`src/rtl/ld_pkg.sv`:
```
// Shared load-path definitions: funct3 encodings, exception codes, FSM states.
package ld_pkg;

  localparam logic [2:0] LB  = 3'b000;
  localparam logic [2:0] LH  = 3'b001;
  localparam logic [2:0] LW  = 3'b010;
  localparam logic [2:0] LD  = 3'b011;
  localparam logic [2:0] LBU = 3'b100;
  localparam logic [2:0] LHU = 3'b101;
  localparam logic [2:0] LWU = 3'b110;

  typedef enum logic [1:0] {
    EXC_NONE     = 2'b00,
    EXC_MISALIGN = 2'b01,
    EXC_FAULT    = 2'b10,
    EXC_ILLEGAL  = 2'b11
  } ld_exc_e;

  typedef enum logic [2:0] {
    ST_IDLE  = 3'd0,
    ST_REQ0  = 3'd1,
    ST_WAIT0 = 3'd2,
    ST_REQ1  = 3'd3,
    ST_WAIT1 = 3'd4,
    ST_RESP  = 3'd5
  } ld_state_e;

  // ld and lwu exist only on a 64-bit datapath
  function automatic logic func3_legal(input logic [2:0] f3, input logic is64);
    case (f3)
      LB, LH, LW, LBU, LHU: return 1'b1;
      LD, LWU:              return is64;
      default:              return 1'b0;
    endcase
  endfunction

endpackage

```
`src/rtl/ld_extract.sv`:
```
// Combinational merge of two memory beats, byte-offset shift and sign/zero extension.
module ld_extract
  import ld_pkg::*;
#(
  parameter int unsigned XLEN = 32
) (
  input  logic [XLEN-1:0]             beat0,
  input  logic [XLEN-1:0]             beat1,
  input  logic [$clog2(XLEN/8)-1:0]   off,
  input  logic [2:0]                  func3,
  output logic [XLEN-1:0]             data
);

  logic [2*XLEN-1:0] merged;
  logic [XLEN-1:0]   shifted;
  logic [XLEN-1:0]   mask;
  logic              sign;

  assign merged  = {beat1, beat0};
  assign shifted = XLEN'(merged >> {off, 3'b000});

  // Keep the low size*8 bits and fill the rest with the sign bit unless unsigned
  always_comb begin
    mask = '1;
    sign = shifted[XLEN-1];
    case (func3[1:0])
      2'b00: begin
        mask = XLEN'({8{1'b1}});
        sign = shifted[7];
      end
      2'b01: begin
        mask = XLEN'({16{1'b1}});
        sign = shifted[15];
      end
      2'b10: begin
        mask = XLEN'({32{1'b1}});
        sign = shifted[31];
      end
      default: begin
        mask = '1;
        sign = shifted[XLEN-1];
      end
    endcase
    data = (shifted & mask) | ((sign && !func3[2]) ? ~mask : '0);
  end

endmodule

```
`src/rtl/load_align_unit.sv`:
```
// Load-return path: issues one or two aligned reads, merges, extracts and extends the result.
module load_align_unit
  import ld_pkg::*;
#(
  parameter int unsigned XLEN        = 32,
  parameter int unsigned ADDR_W      = 32,
  parameter bit          MISALIGN_EN = 1'b1
) (
  input  logic              clk,
  input  logic              rst_n,
  input  logic              req_valid,
  output logic              req_ready,
  input  logic [2:0]        req_func3,
  input  logic [ADDR_W-1:0] req_addr,
  input  logic [4:0]        req_rd,
  output logic              mem_req_valid,
  input  logic              mem_req_ready,
  output logic [ADDR_W-1:0] mem_req_addr,
  input  logic              mem_rsp_valid,
  input  logic [XLEN-1:0]   mem_rsp_data,
  input  logic              mem_rsp_err,
  output logic              rsp_valid,
  input  logic              rsp_ready,
  output logic [XLEN-1:0]   rsp_data,
  output logic [4:0]        rsp_rd,
  output logic [1:0]        rsp_exc
);

  localparam int unsigned WORD_B = XLEN / 8;
  localparam int unsigned OFF_W  = $clog2(WORD_B);
  localparam int unsigned SUM_W  = OFF_W + 4;
  localparam logic        IS64   = 1'(XLEN == 64);

  ld_state_e state, state_d;

  logic [2:0]       func3_q;
  logic [OFF_W-1:0] off_q;
  logic             split_q;
  logic [XLEN-1:0]  beat0_q;

  logic [SUM_W-1:0] end_off_c;
  logic             split_c;
  logic             legal_c;
  logic             accept_c;

  logic              req_ready_d;
  logic              mem_req_valid_d;
  logic [ADDR_W-1:0] mem_req_addr_d;
  logic              rsp_valid_d;
  logic [XLEN-1:0]   rsp_data_d;
  logic [4:0]        rsp_rd_d;
  logic [1:0]        rsp_exc_d;

  logic [XLEN-1:0]   ex_beat0;
  logic [XLEN-1:0]   ex_beat1;
  logic [XLEN-1:0]   ex_data;

  // Decode of the incoming request
  assign end_off_c = SUM_W'(req_addr[OFF_W-1:0]) + (SUM_W'(1) << req_func3[1:0]);
  assign split_c   = end_off_c > SUM_W'(WORD_B);
  assign legal_c   = func3_legal(req_func3, IS64);
  assign accept_c  = req_valid && (state == ST_IDLE);

  // Feed the live response word straight into the extractor so the result registers on arrival
  assign ex_beat0 = (state == ST_WAIT0) ? mem_rsp_data : beat0_q;
  assign ex_beat1 = (state == ST_WAIT1) ? mem_rsp_data : '0;

  ld_extract #(.XLEN(XLEN)) u_extract (
    .beat0 (ex_beat0),
    .beat1 (ex_beat1),
    .off   (off_q),
    .func3 (func3_q),
    .data  (ex_data)
  );

  // State register
  always_ff @(posedge clk or negedge rst_n) begin
    if (!rst_n) state <= ST_IDLE;
    else        state <= state_d;
  end

  // Next-state logic
  always_comb begin
    state_d = state;
    unique case (state)
      ST_IDLE: begin
        if (req_valid) begin
          if (!legal_c)                      state_d = ST_RESP;
          else if (split_c && !MISALIGN_EN)  state_d = ST_RESP;
          else                               state_d = ST_REQ0;
        end
      end
      ST_REQ0:  if (mem_req_ready) state_d = ST_WAIT0;
      ST_WAIT0: begin
        if (mem_rsp_valid) begin
          if (mem_rsp_err || !split_q) state_d = ST_RESP;
          else                         state_d = ST_REQ1;
        end
      end
      ST_REQ1:  if (mem_req_ready) state_d = ST_WAIT1;
      ST_WAIT1: if (mem_rsp_valid) state_d = ST_RESP;
      ST_RESP:  if (rsp_ready)     state_d = ST_IDLE;
      default:  state_d = ST_IDLE;
    endcase
  end

  // Next values of the registered outputs; payload holds unless updated
  always_comb begin
    req_ready_d     = (state_d == ST_IDLE);
    mem_req_valid_d = (state_d == ST_REQ0) || (state_d == ST_REQ1);
    rsp_valid_d     = (state_d == ST_RESP);
    mem_req_addr_d  = mem_req_addr;
    rsp_data_d      = rsp_data;
    rsp_rd_d        = rsp_rd;
    rsp_exc_d       = rsp_exc;
    unique case (state)
      ST_IDLE: begin
        if (req_valid) begin
          mem_req_addr_d = {req_addr[ADDR_W-1:OFF_W], OFF_W'(0)};
          rsp_rd_d       = req_rd;
          rsp_data_d     = '0;
          if (!legal_c)                     rsp_exc_d = EXC_ILLEGAL;
          else if (split_c && !MISALIGN_EN) rsp_exc_d = EXC_MISALIGN;
          else                              rsp_exc_d = EXC_NONE;
        end
      end
      ST_WAIT0: begin
        if (mem_rsp_valid) begin
          if (mem_rsp_err) begin
            rsp_exc_d  = EXC_FAULT;
            rsp_data_d = '0;
          end else if (split_q) begin
            mem_req_addr_d = mem_req_addr + ADDR_W'(WORD_B);
          end else begin
            rsp_data_d = ex_data;
          end
        end
      end
      ST_WAIT1: begin
        if (mem_rsp_valid) begin
          if (mem_rsp_err) begin
            rsp_exc_d  = EXC_FAULT;
            rsp_data_d = '0;
          end else begin
            rsp_data_d = ex_data;
          end
        end
      end
      default: begin
      end
    endcase
  end

  // Output and captured-request registers
  always_ff @(posedge clk or negedge rst_n) begin
    if (!rst_n) begin
      req_ready     <= 1'b1;
      mem_req_valid <= 1'b0;
      mem_req_addr  <= '0;
      rsp_valid     <= 1'b0;
      rsp_data      <= '0;
      rsp_rd        <= '0;
      rsp_exc       <= '0;
      func3_q       <= '0;
      off_q         <= '0;
      split_q       <= 1'b0;
      beat0_q       <= '0;
    end else begin
      req_ready     <= req_ready_d;
      mem_req_valid <= mem_req_valid_d;
      mem_req_addr  <= mem_req_addr_d;
      rsp_valid     <= rsp_valid_d;
      rsp_data      <= rsp_data_d;
      rsp_rd        <= rsp_rd_d;
      rsp_exc       <= rsp_exc_d;
      if (accept_c) begin
        func3_q <= req_func3;
        off_q   <= req_addr[OFF_W-1:0];
        split_q <= split_c;
      end
      if ((state == ST_WAIT0) && mem_rsp_valid) beat0_q <= mem_rsp_data;
    end
  end

endmodule

```
`config.mk`:
```
export PLATFORM = sky130hd
export DESIGN_NAME = load_align_unit
export DESIGN_NICKNAME = d
export VERILOG_FILES = /design/src/rtl/ld_pkg.sv /design/src/rtl/ld_extract.sv /design/src/rtl/load_align_unit.sv
export SDC_FILE = /design/constraint.sdc
export NUM_CORES = 1
export LEC_CHECK = 0
export ABC_CLOCK_PERIOD_IN_PS = 6700
export BUFFER_PORTS_ARGS = -buffer_cell sky130_fd_sc_hd__buf_2
export CORE_MARGIN = 2
export CORE_UTILIZATION = 38
export DETAILED_ROUTE_END_ITERATION = 8
export HOLD_SLACK_MARGIN = 0.05
export SETUP_SLACK_MARGIN = 0.05
export SLEW_MARGIN = 20
export SYNTH_ARGS = -nofsm -noshare
export SYNTH_HDL_FRONTEND = slang
export SYNTH_SLANG_ARGS = --single-unit
export TNS_END_PERCENT = 20
```
`constraint.sdc`:
```
create_clock -name clk -period 6.7 [get_ports clk]
set_input_delay 0.335 -clock clk [delete_from_list [all_inputs] [get_ports clk]]
set_output_delay 0.335 -clock clk [all_outputs]
set_load 0.02 [all_outputs]
```
# After elaboration in Yosys (flattened, before gate mapping)
# Index checks and enable logic that the tools add are counted.
dict set report totals {
  register_bits 115
  latch_bits 0
  ramBits 0
  rom_bits 0
  in_bits 79
  output_inout_bits 74
  wordCells 93
  memories 0
}
dict set report classes {
  add_sub_neg 2
  multipliers 0
  div 0
  magnitude_cmp 1
  n_eq_ne 21
  shift 2
  mux 32
  bitwise 3
  reduce_logical 20
}
# op count
set ops {}
lappend ops {{$mux W32} 13}
lappend ops {{$pmux W32 S2} 2}
lappend ops {{$pmux W32 S3} 1}
lappend ops {{$shr A64 B5 Y32} 1}
lappend ops {{$add A32 B3 Y32 const B} 1}
lappend ops {{$and A32 B32 Y32} 1}
lappend ops {{$not A32 Y32} 1}
lappend ops {{$or A32 B32 Y32} 1}
lappend ops {{$mux W3} 8}
lappend ops {{$pmux W3 S6} 1}
lappend ops {{$eq A3 B3 Y1 const B} 5}
lappend ops {{$eq A3 B2 Y1 const B} 4}
lappend ops {{$ne A2 B2 Y1 const B} 5}
lappend ops {{$reduce_and A5 Y1} 2}
lappend ops {{$eq A3 B1 Y1 const B} 3}
lappend ops {{$logic_not A3 Y1} 3}
lappend ops {{$mux W2} 4}
lappend ops {{$add A2 B6 Y6} 1}
lappend ops {{$gt A6 B3 Y1 const B} 1}
lappend ops {{$shl A1 B2 Y6 const A} 1}
lappend ops {{$reduce_or A5 Y1} 1}
lappend ops {{$ne A2 B1 Y1 const B} 2}
lappend ops {{$pmux W2 S2} 1}
lappend ops {{$reduce_and A4 Y1} 1}
lappend ops {{12 further kinds} 17}

# Depth between registers and ports, before layout
dict set report logic_depth {
  ltp_word 11
  ltp_mapped 9
  depth_no_buf 6
}

# Modules after synthesis
# A second synthesis with hierarchy kept.
dict set report unflattened {
  hier_cells 784
  area_unflattened_um2 7364.6
}
# mod n_inst cells_each area_per_inst_um2 seq_area_each_um2
set modules_own_cells {}
lappend modules_own_cells {load_align_unit 1 683 6261.0 2829.0}
lappend modules_own_cells {ld_extract 1 101 1103.6 0.0}

# Worst setup path before layout
# Ideal clock, no wire load.
dict set report synth_path {
  path_kind {register -> register}
  start {reg state[0]}
  end {reg beat0_q[0]}
  setup_time_ps 125
  arrival_time_ps 2163
  t_required_ps 6575
  path_slack_ps 4412
  stages_incl_launch_ff 8
  path_buffers 4
  period_less_slack_ps 2288
  cell_sequence {dfrtp_1 > or3b_1 > buf_2 > buf_4 > clkbuf_1 > nor2_1 > buf_2 > mux2_2}
}
dict set report synth_between {
  elab_chain_len 2
}
# item line
set synth_lines {}
lappend synth_lines {{from (decl)} load_align_unit.sv:34} ;# ld_state_e state, state_d;
lappend synth_lines {{from (signal assigned)} load_align_unit.sv:79} ;# else state <= state_d;
lappend synth_lines {{$eq A3 B2 Y1} load_align_unit.sv:181} ;# if ((state == ST_WAIT0) && mem_rsp_valid) beat0_q <= mem_rsp_data;
lappend synth_lines {{$logic_and A1 B1 Y1} load_align_unit.sv:181}
lappend synth_lines {{to (signal assigned)} load_align_unit.sv:181}
lappend synth_lines {{to (decl)} load_align_unit.sv:39} ;# logic [XLEN-1:0] beat0_q;
# Every way passes these cells.
# A chain may end at the register's enable or synchronous reset.

# Worst setup path after layout
dict set report layout_path {
  start {reg state[0]}
  end {reg rsp_data[20]}
}
dict set report layout_between {
  elab_chain_len 11
  word_cells_on_any_way 23
  cone_classes {eq/ne (6); shift (1); mux (10); bitwise (2); reduce/logical (4)}
}
# item line
set layout_lines {}
lappend layout_lines {{$eq A3 B2 Y1 or $eq A3 B3 Y1 (tied branches)} {load_align_unit.sv:65, load_align_unit.sv:116, load_align_unit.sv:66}}
lappend layout_lines {{$mux W32, on equally long branches} {load_align_unit.sv:65, load_align_unit.sv:66}}
lappend layout_lines {{$shr A64 B5 Y32} ld_extract.sv:20} ;# assign shifted = XLEN'(merged >> {off, 3'b000});
lappend layout_lines {{$pmux W1 S2} ld_extract.sv:26} ;# case (func3[1:0])
lappend layout_lines {{$logic_and A1 B1 Y1} ld_extract.sv:44} ;# data = (shifted & mask) | ((sign && !func3[2]) ? ~mask : '0);
lappend layout_lines {{$mux W32} ld_extract.sv:44}
lappend layout_lines {{$or A32 B32 Y32} ld_extract.sv:44}
lappend layout_lines {{$mux W32} load_align_unit.sv:132} ;# end else if (split_q) begin
lappend layout_lines {{$mux W32} load_align_unit.sv:129} ;# if (mem_rsp_err) begin
lappend layout_lines {{$mux W32} load_align_unit.sv:128} ;# if (mem_rsp_valid) begin
lappend layout_lines {{$pmux W32 S3} load_align_unit.sv:116} ;# unique case (state)
lappend layout_lines {{to (signal assigned)} load_align_unit.sv:173} ;# rsp_data <= rsp_data_d;
lappend layout_lines {{to (decl)} load_align_unit.sv:24} ;# output logic [XLEN-1:0] rsp_data,
# Several ways; a longest one is shown, not always the timed one. The select of a mux whose other input is x is not followed.

==> metrics.txt <==
post-synth cell types 62; critical path's top delay family buffers and inverters; core box area 17360 µm²; DRC errors left 0; share of cells above drive strength 1 31.83%; gr ovfl total 0; P&R area growth vs syn 21.97%; clk_skew 0.01299 ns; routability cong. 0.8088; Final WS setup 3.423 ns; fin area 8230 µm²; violation count after the first detailed-route iteration 363; Max-slew headroom 28.48%; max-capacitance violation count 0; Post-Syn Area per Cell 9.880 µm²; CP max-delay cell buf_4; placed cell area 7640 µm²; final core occ 47.42%; critical path required time 6.94 ns; Setup Crit Path Kind flop to flop; Place WS 3.404 ns; Worst-Skew Late Latency 0.42 ns; die height 137.3 µm; Worst Path Max Fanout 67; global-route wire length before repair 30440 µm; leakage power 0.003766 µW; DR vias/cell 5.713; setup violators final 0; Critical Path Sink Type flop; Final Hold Fails 0; routed len/inst 18.61 µm; Syn Std Cell Area 6748 µm²; CTS sink cnt 113; Initial Util 38.88%; Seq cells post-synth 113; post-synthesis sequential area ratio 41.92%; fin nets 892; Clock Path Buffers 2; fin crit share 48.91%; FP Rows 48; synth warn 0; via count 5993; Hold WC Path Type primary input to flop; CP Cell Sequence or3b_4, buf_4, mux4_2, or3b_1, o211ai_2, o311ai_0; largest net degree at the start of global routing 68; CTS H-tree lvls 4; antenna violations before repair 1; Layout fillers 1696; CP arrival 3.51 ns; post_cts resized 0; asr flop ratio synth 100.0%; final WL 19530 µm; Post-synth EDFFs 0; Pre-antenna DRT Iters 5; CTS root buf clkbuf_16; die width 137.3 µm; f_max 0.3052 GHz; Tmin final 3.277 ns; Final Slew Violations 0; Max IR drop VDD 0.2546 mV; Die ar. 18840 µm²; Synth Flop Type dfrtp_1; P per Cell Area 500.7 nW/µm²; clock-pin slew on the worst setup and hold paths 0.05 ns; Post-Route Setup TNS 0 ns; CP Launch Type flop; Critical path buffers and inverters 1; vias in the first global route 5598; status complete, no violations; DP Wirelength 13080 µm; unrepaired setup endpoints after global routing false; GRT Total Usage 21.26%; Synth Instances 683; Setup Fix Bufs, Post-CTS 0; slowest stage delay, CP 0.72 ns; CTS Buf Count 17; num ports 153; Worst-Margin Slew 1.067 ns; remaining antenna violation count 0; port bufs 150; CTS tree done
[worst min-delay path, delay by kind of cell]
kind | cells | cell delay, ns
simple gates | 2 | 0.08
buf+inv | 1 | 0.07
[per-stage QoR]
step / hold slack, ns / total power [µW] / std cells
after CTS: 0.08336 / 4152 / 1048
after detailed placement: 0.4622 / 3236 / 1015
after floorplan: 0.03941 / 2659 / 684
final: 0.1026 / 4121 / 1049
after global placement: 0.4593 / 3214 / 1015
after global routing: 0.1108 / 4395 / 1048
[placed cells by master (no fill, tap or decap), drive strengths merged, types with 3 or more instances in the layout]
| cell | synthesis | layout |
|---|---|---|
| or3 | 5 | 5 |
| nand4 | 16 | 16 |
| clkinv | 0 | 3 |
| o211ai | 10 | 10 |
| buf | 26 | 160 |
| mux2 | 43 | 43 |
| nor2b | 3 | 3 |
| nand3 | 19 | 19 |
| clkbuf | 28 | 27 |
| nand2 | 66 | 66 |
| nand3b | 3 | 3 |
| o22ai | 7 | 7 |
| or3b | 3 | 3 |
| and3 | 7 | 7 |
| a22oi | 10 | 10 |
| a21oi | 43 | 43 |
| a32oi | 10 | 10 |
| nand2b | 3 | 3 |
| nor3b | 7 | 7 |
| nor2 | 26 | 26 |
| a31oi | 5 | 5 |
| or2 | 10 | 10 |
| a221o | 8 | 8 |
| o311ai | 8 | 8 |
| nor3 | 11 | 11 |
| a2bb2oi | 10 | 10 |
| and2 | 3 | 3 |
| o21ai | 70 | 70 |
| dfrtp | 112 | 112 |
| inv | 7 | 7 |
| o22a | 6 | 6 |
| mux4 | 10 | 10 |
| mux2i | 61 | 61 |
[cells in the mapped netlist, types with 7 or more instances]
cell type  number  share of area (%)
dfrtp_1       112                 42
o21ai_0        68                5.0
nand2_1        66                3.7
mux2i_1        61                9.0
a21oi_1        43                3.2
mux2_2         43                7.2
clkbuf_1       28                1.6
nor2_1         26                1.4
nand3_1        19                1.4
buf_2          16                1.2
nand4_1        16                1.5
nor3_1         11               0.82
a22oi_1        10                1.1
a2bb2oi_1      10                1.3
a32oi_1        10                1.3
mux4_2         10                3.3
o211ai_1        9                1.0
or2_2           9               0.83
a221o_1         8                1.2
and3_1          7               0.65
inv_1           7               0.39
o22ai_1         7               0.65
[flip-flops by register name, indices dropped and copies added (netlist names), 2 cells and up]
name / count
beat0_q: 32
rsp_data: 32
mem_req_addr: 30
rsp_rd: 5
func3_q: 3
state: 3
off_q: 2
rsp_exc: 2
[logic make-up after synthesis]
family          after synthesis  share of synthesized area [%]
compound gates              201                          19.23
simple gates                189                          14.35
mux                         114                          19.56
flops                       113                          41.92
buf+inv                      61                          4.079
fa+ha+maj                     3                         0.6675
other cells                   1                        0.05557
xor+xnor                      1                         0.1298
[path summary, 6_finish.rpt]
path / cells past startpoint / from / slack (ns) / to
max in group asynchronous: 3 / rst_n / 4.93 / off_q[0]
worst max-delay path: 6 / state[0] / 3.42 / rsp_data[20]
worst min register to register: 2 / rsp_rd[0] / 0.47 / rsp_rd[0]
worst min-delay path: 3 / req_rd[4] / 0.10 / rsp_rd[4]
worst max register to register: 6 / state[0] / 3.42 / rsp_data[20]
min in group asynchronous: 2 / rst_n / 0.55 / rsp_data[10]
[metal layers]
metal / global-route usage [%] / routed length, µm / vias up
li1: - / - / 2849
met1: 29.56 / 8859 / 2931
met2: 32.92 / 9153 / 194
met3: 5.482 / 1230 / 19
met4: 5.727 / 283 / 0
met5: 0 / 0 / -
[cell type report]
class	count	area [µm²]	area share [%]
Antenna cell	1	2.502	0.03040
Multi-Input combinational cell	510	3674	44.63
Timing Repair Buffer	161	838.3	10.19
Clock buffer	27	503.0	6.111
Clock inverter	5	75.07	0.9121
Inverter	7	26.28	0.3192
Sequential cell	113	2830	34.39
Tap cell	225	281.5	3.420
[where the power goes]
| group | internal, µW | switching [µW] | total [µW] |
|---|---|---|---|
| clock network | 585 | 314 | 899 |
| logic | 806 | 1110 | 1920 |
| registers | 993 | 308 | 1300 |
| total | 2380 | 1740 | 4120 |
[repair_timing]
item | 4_1_cts | 5_1_grt
hold buffers | 1 | 0
endpoints found under the hold margin | 55 | 0
endpoints found under the setup margin | 0 | 0
No activity file was read; power rests on OpenSTA's default activity.
